`config.mk`:
```
export PLATFORM = sky130hd
export DESIGN_NAME = fetch_stage
export DESIGN_NICKNAME = d
export VERILOG_FILES = /design/src/rtl/fetch_stage.sv
export SDC_FILE = /design/constraint.sdc
export NUM_CORES = 1
export LEC_CHECK = 0
export ABC_AREA = 1
export CAP_MARGIN = 10
export CELL_PAD_IN_SITES_DETAIL_PLACEMENT = 0
export CELL_PAD_IN_SITES_GLOBAL_PLACEMENT = 1
export CORE_ASPECT_RATIO = 0.6
export CORE_UTILIZATION = 34
export DETAILED_ROUTE_END_ITERATION = 10
export PLACE_DENSITY_LB_ADDON = 0.1
export SLEW_MARGIN = 0
export SYNTH_ARGS = -nofsm -noshare
export SYNTH_HDL_FRONTEND = slang
export SYNTH_SLANG_ARGS = --single-unit
export TNS_END_PERCENT = 10
```
`constraint.sdc`:
```
create_clock -name clk -period 2.3 [get_ports clk]
set_input_delay 0.69 -clock clk [delete_from_list [all_inputs] [get_ports clk]]
set_output_delay 0.69 -clock clk [all_outputs]
set_load 0.01 [all_outputs]
```
`src/rtl/fetch_stage.sv`:
```
// Instruction-fetch stage: program counter, instruction-memory addressing and IF/ID register.
// Optional hold-cycle counter enabled by defining FETCH_STALL_CNT_EN.
module fetch_stage #(
  parameter logic [31:0] RESET_PC = 32'h0000_0000,
  parameter int unsigned CNT_W    = 16
) (
  input  logic              clk,
  input  logic              rst,
  input  logic              freeze,
  input  logic              branch_taken,
  input  logic [31:0]       branch_addr,
  output logic [31:0]       imem_addr,
  input  logic [31:0]       imem_data,
  output logic [31:0]       id_pc,
  output logic [31:0]       id_instr,
  output logic              id_valid
`ifdef FETCH_STALL_CNT_EN
  ,
  output logic [CNT_W-1:0]  stall_count
`endif
);

  typedef enum logic [1:0] {
    ACT_ADVANCE,
    ACT_HOLD,
    ACT_REDIRECT
  } act_e;

  localparam logic [31:0] RESET_PC_ALIGNED = {RESET_PC[31:2], 2'b00};

  if (CNT_W < 1) begin : g_bad_cnt_w
    $error("fetch_stage: CNT_W must be at least 1");
  end

  act_e        act;
  logic [31:0] pc_q, pc_d;
  logic [31:0] pc_plus4;
  logic [31:0] id_pc_q, id_pc_d;
  logic [31:0] id_instr_q, id_instr_d;
  logic        id_valid_q, id_valid_d;
  logic        addr_lsb_unused;

  assign addr_lsb_unused = ^branch_addr[1:0];
  assign pc_plus4        = pc_q + 32'd4;

  // Redirect outranks freeze so a branch is never lost behind a hazard stall.
  always_comb begin
    act = ACT_ADVANCE;
    if (branch_taken) begin
      act = ACT_REDIRECT;
    end else if (freeze) begin
      act = ACT_HOLD;
    end
  end

  always_comb begin
    pc_d       = pc_q;
    id_pc_d    = id_pc_q;
    id_instr_d = id_instr_q;
    id_valid_d = id_valid_q;
    unique case (act)
      ACT_REDIRECT: begin
        pc_d       = {branch_addr[31:2], 2'b00};
        id_pc_d    = '0;
        id_instr_d = '0;
        id_valid_d = 1'b0;
      end
      ACT_HOLD: begin
      end
      default: begin
        pc_d       = pc_plus4;
        id_pc_d    = pc_plus4;
        id_instr_d = imem_data;
        id_valid_d = 1'b1;
      end
    endcase
  end

  always_ff @(posedge clk or negedge rst) begin
    if (!rst) begin
      pc_q       <= RESET_PC_ALIGNED;
      id_pc_q    <= '0;
      id_instr_q <= '0;
      id_valid_q <= 1'b0;
    end else begin
      pc_q       <= pc_d;
      id_pc_q    <= id_pc_d;
      id_instr_q <= id_instr_d;
      id_valid_q <= id_valid_d;
    end
  end

  assign imem_addr = pc_q;
  assign id_pc     = id_pc_q;
  assign id_instr  = id_instr_q;
  assign id_valid  = id_valid_q;

`ifdef FETCH_STALL_CNT_EN
  logic [CNT_W-1:0] stall_count_q, stall_count_d;

  // Saturating: sticks at all-ones until the next reset.
  always_comb begin
    stall_count_d = stall_count_q;
    if (act == ACT_HOLD && stall_count_q != '1) begin
      stall_count_d = stall_count_q + 1'b1;
    end
  end

  always_ff @(posedge clk or negedge rst) begin
    if (!rst) begin
      stall_count_q <= '0;
    end else begin
      stall_count_q <= stall_count_d;
    end
  end

  assign stall_count = stall_count_q;
`endif

endmodule

```
; ---- Yosys cells after proc, flatten, opt, wreduce, memory -nomap -nowiden
; Cells that the tools add are included.
[word_totals]
ff_bits = 97
latch_bits = 0
mem_bits_rw = 0
mem_bits_ro = 0
output_inout_bits = 97
elab_cells = 13
n_memories = 0
[op_classes]
n_addsub = 1
mul = 0
div = 0
n_lt_le_gt_ge = 0
n_eq_ne = 2
shifts = 0
muxes = 6
bitwise = 0
reduce_logical = 0
[ops]
columns = cell, count
row1 = one-hot mux 32 bit (2 select lines), 3
row2 = "adder 32 x 3 -> 32 bit, second input constant", 1
row3 = "== test 2 x 1 -> 1 bit, second input constant", 1
row4 = "== test 2 bit, second input constant", 1
row5 = two-way mux 2 bit, 1
row6 = one-hot mux 1 bit (2 select lines), 1
row7 = two-way mux 1 bit, 1

; ---- Depth between registers and ports, before layout
[depth]
depth_word = 4
ltp_mapped = 10

; ---- Worst setup path before layout
; No wires, ideal clock.
[synth_path]
kind = input-to-reg
from = in branch_taken
to = reg id_pc_q[8] (netlist: id_pc[8])
setup_ns = 0.067
arrival_ns = 1.516
slack_ns = 0.717
stages = 6
n_path_buf = 3
path_cell_list = buf_2 -> nor2_2 -> buf_4 -> buf_2 -> o221ai_1 -> nand2_1
[synth_between]
elab_chain_cells = 3
elab_cells_between_ends = 4
cone_classes = eq/ne: 2 / mux: 2
[synth_rtl]
columns = element, line_no
row1 = from (decl), 10  ; input logic branch_taken,
row2 = two-way mux 2 bit *, 49  ; if (branch_taken) begin
row3 = == test 2 x 1 -> 1 bit / == test 2 bit (equally long branches), 61  ; unique case (act)
row4 = one-hot mux 32 bit (2 select lines), 61
row5 = to (signal assigned), 87  ; id_pc_q <= id_pc_d;
row6 = to (decl), 38  ; logic [31:0] id_pc_q, id_pc_d;
; Every way passes the cells marked *; elsewhere a longest branch is shown, timed or not.
; A chain may end at the register's enable or synchronous reset.

; ---- Worst setup path after layout
[layout_path]
from = reg pc_q[7] (netlist: imem_addr[7])
to = out imem_addr[7]
[layout_rtl]
columns = element, line_no
row1 = from (decl), 36  ; logic [31:0] pc_q, pc_d;
row2 = from (signal assigned), 86  ; pc_q <= pc_d;
row3 = to (decl), 12  ; output logic [31:0] imem_addr,
; No word-level cell between the ends.

==> impl_metrics.ini <==
[setup_path]
cp_slowest_cell = sky130_fd_sc_hd__clkdlybuf4s50_1
cell_type_group_with_the_largest_total_delay_on_the_critical_path = buffers and inverters
path_length_in_cells_of_the_critical_path = 1
end_kind = output port
timing.critical_path.cells = clkdlybuf4s50_1
critPathKind = flip-flop to output port
reg2reg_depth = 8
critPathArrivalTime_ns = 1.45
crit_fanout = 6
required_time_of_the_worst_setup_path_ns = 1.61
worstSetupStartpointType = flip-flop
cpPeakStageDelay_ns = 0.61
worst_path_bufs_invs = 1

[clocking]
number_of_buffers_inserted_during_clock_tree_synthesis = 9
clock_tree.root_cell = sky130_fd_sc_hd__clkbuf_16
post_cts.resized_instances = 0
cts_tree = built
cts.htree.levels = 3
clock_sinks = 94
postCtsSetupBuffers = 0
holdBufCountCts = 0
clock_tree.buffer_depth = 2
cts.clk_slew.worst_paths_ns = 0.07
insertion_delay_ns = 0.34

[timing]
period_minus_slack_ns = 2.136
fin_skew_ns = 0.005613
fmax_ghz = 0.4682
grt_setup_unrepaired = false
final-setup-viol-count = 0
final-max-slew-violation-count = 0
fin_crit_sh = 0.9286
endpoints_failing_hold = 0
setup_tns_ns = 0
timing.hold.ws_ns = 0.1963

[finish]
area_growth_pct = 48.56
n_fill_cell = 1213
final_common_cell = sky130_fd_sc_hd__nand2_1
design.final.nets = 777
diodes = 0
stdcell_count = 883
post_route_cells_drive_above_1_share = 0.06732
finalInstanceArea_mm2 = 0.006638
final_cell_mix = sky130_fd_sc_hd__nand2_1, sky130_fd_sc_hd__clkdlybuf4s50_1, sky130_fd_sc_hd__dfrtp_1

[detailed_routing]
drt-total-wl_um = 13620
wl_per_cell_um = 15.42
antenna_violating_nets_post_route = 0
dr.first_iter.drc_count = 247
dr_total_vias = 4182
drt_drc_violations_left = 0
number_of_vias_per_cell_after_detailed_routing = 4.736
detailedRoute.firstPassIterationCount = 4

[global_routing]
antenna_found_initial = 0
grt_util_all_layers = 0.2127
grt_remaining_overflow = 0
grt_pass1_wl_um = 22360
grt_max_degree = 52
via_count_of_the_first_global_routing_pass = 4213

[pwr]
p_total_w = 0.004198
ir_drop_mv = 0.3910
p_leak_nw = 3.139
cellPowerDensity_mw_per_mm2 = 632.4

[die]
std_cell_rows = 32
die_x_um = 150.0
core-area_mm2 = 0.01281
die_area_mm2 = 0.01362
number_of_top_level_pins = 165
fp.dieH_um = 90.80
initial_core_utilization = 0.3487

[outcome]
status = finished clean

[placement]
placed_cell_area_mm2 = 0.006346
post-dp-hpwl_um = 10240
placedCellCount = 867
gp_routability_congestion = 0.8281
numPortBuffers = 160

[logic_synthesis]
post_synth_main_area_contributors = sky130_fd_sc_hd__dfrtp_1, sky130_fd_sc_hd__nand2_1, sky130_fd_sc_hd__a22o_1
yosys_warnings = 0
synth_area_per_cell_um2 = 8.183
synthesis.area_mm2 = 0.004468
postSynthCellCount = 546
seq_area_frac_synth = 0.5265
synthDominantCellAreaShare = 0.5265
ys_types = 23
synth-seq-cells = 94
synthDominantAreaCellType = sky130_fd_sc_hd__dfrtp_1

[flow_run]
maxCapViolCount = 0

[hold_path]
hp-class = primary input to async pin
[per-stage QoR]
step	setup slack (ns)	util
floorplan	0.7173	-
global placement	0.1238	0.4953
detailed placement	0.1111	0.4953
CTS	0.1607	0.5181
global route	0.1149	0.5181
finish	0.1643	0.5181
[report_power, final]
part	internal, W	switching, W	leakage [nW]
clock	0.000846	0.000628	0.136
combinational	0.000439	0.000377	1.78
sequential	0.00178	0.000131	1.22
[per-layer routing]
metal  global-route usage  vias to the layer above  share of wire
li1                     -                     2048              -
met1               0.3260                     2002           0.53
met2               0.2998                      123           0.40
met3              0.05253                        9          0.064
met4              0.04040                        0         0.0064
met5                    0                        -              0
[sequential cells by signal (all words and copies together), names as in the netlist]
name / count
id_instr: 32
imem_addr: 30
id_valid: 1
id_pc: 31
[cells by family after synthesis]
logic type	after synthesis	synth area share
flops	94	0.5265
compound gates	67	0.1126
buf+inv	76	0.07057
simple gates	302	0.2770
fa+ha+maj	1	0.002800
xor+xnor	5	0.009801
other cells	1	0.0008393
[synthesized netlist by cell type]
library cell,instances
sky130_fd_sc_hd__nand2_1,211
sky130_fd_sc_hd__dfrtp_1,94
sky130_fd_sc_hd__inv_1,52
sky130_fd_sc_hd__nor2_1,43
sky130_fd_sc_hd__a22o_1,39
sky130_fd_sc_hd__nand3_1,29
sky130_fd_sc_hd__o21ai_0,17
sky130_fd_sc_hd__buf_2,12
sky130_fd_sc_hd__nor2_2,10
sky130_fd_sc_hd__o211ai_1,6
sky130_fd_sc_hd__clkbuf_1,5
sky130_fd_sc_hd__nand2_2,5
sky130_fd_sc_hd__xor2_1,5
sky130_fd_sc_hd__buf_4,4
sky130_fd_sc_hd__a21oi_1,3
sky130_fd_sc_hd__nor2_4,3
sky130_fd_sc_hd__inv_2,2
sky130_fd_sc_hd__buf_1,1
sky130_fd_sc_hd__conb_1,1
sky130_fd_sc_hd__ha_1,1
sky130_fd_sc_hd__nand2_4,1
sky130_fd_sc_hd__o21bai_1,1
sky130_fd_sc_hd__o221ai_1,1
[worst paths after layout]
check,start,endpoint,slack [ns]
worst min-delay path,rst,id_instr[1],0.20
worst min register to register,id_pc[6],id_pc[6],0.48
worst max register to register,imem_addr[3],id_pc[14],0.54
max in group asynchronous,rst,imem_addr[8],1.58
min in group clk,id_pc[6],id_pc[6],0.48
worst max-delay path,imem_addr[7],imem_addr[7],0.16
[final cells by class]
class                   instances  area, µm²  share of cell area
clock buffers                  11      232.7             0.03506
clock inverters                 5      58.81            0.008860
inverters                      54      202.7             0.03054
multi-input cells             377       1814              0.2733
flip-flops and latches         94       2352              0.3544
well taps                     170      212.7             0.03205
repair buffers                172       1764              0.2658
Note: power is estimated with default switching activity, not from simulation.
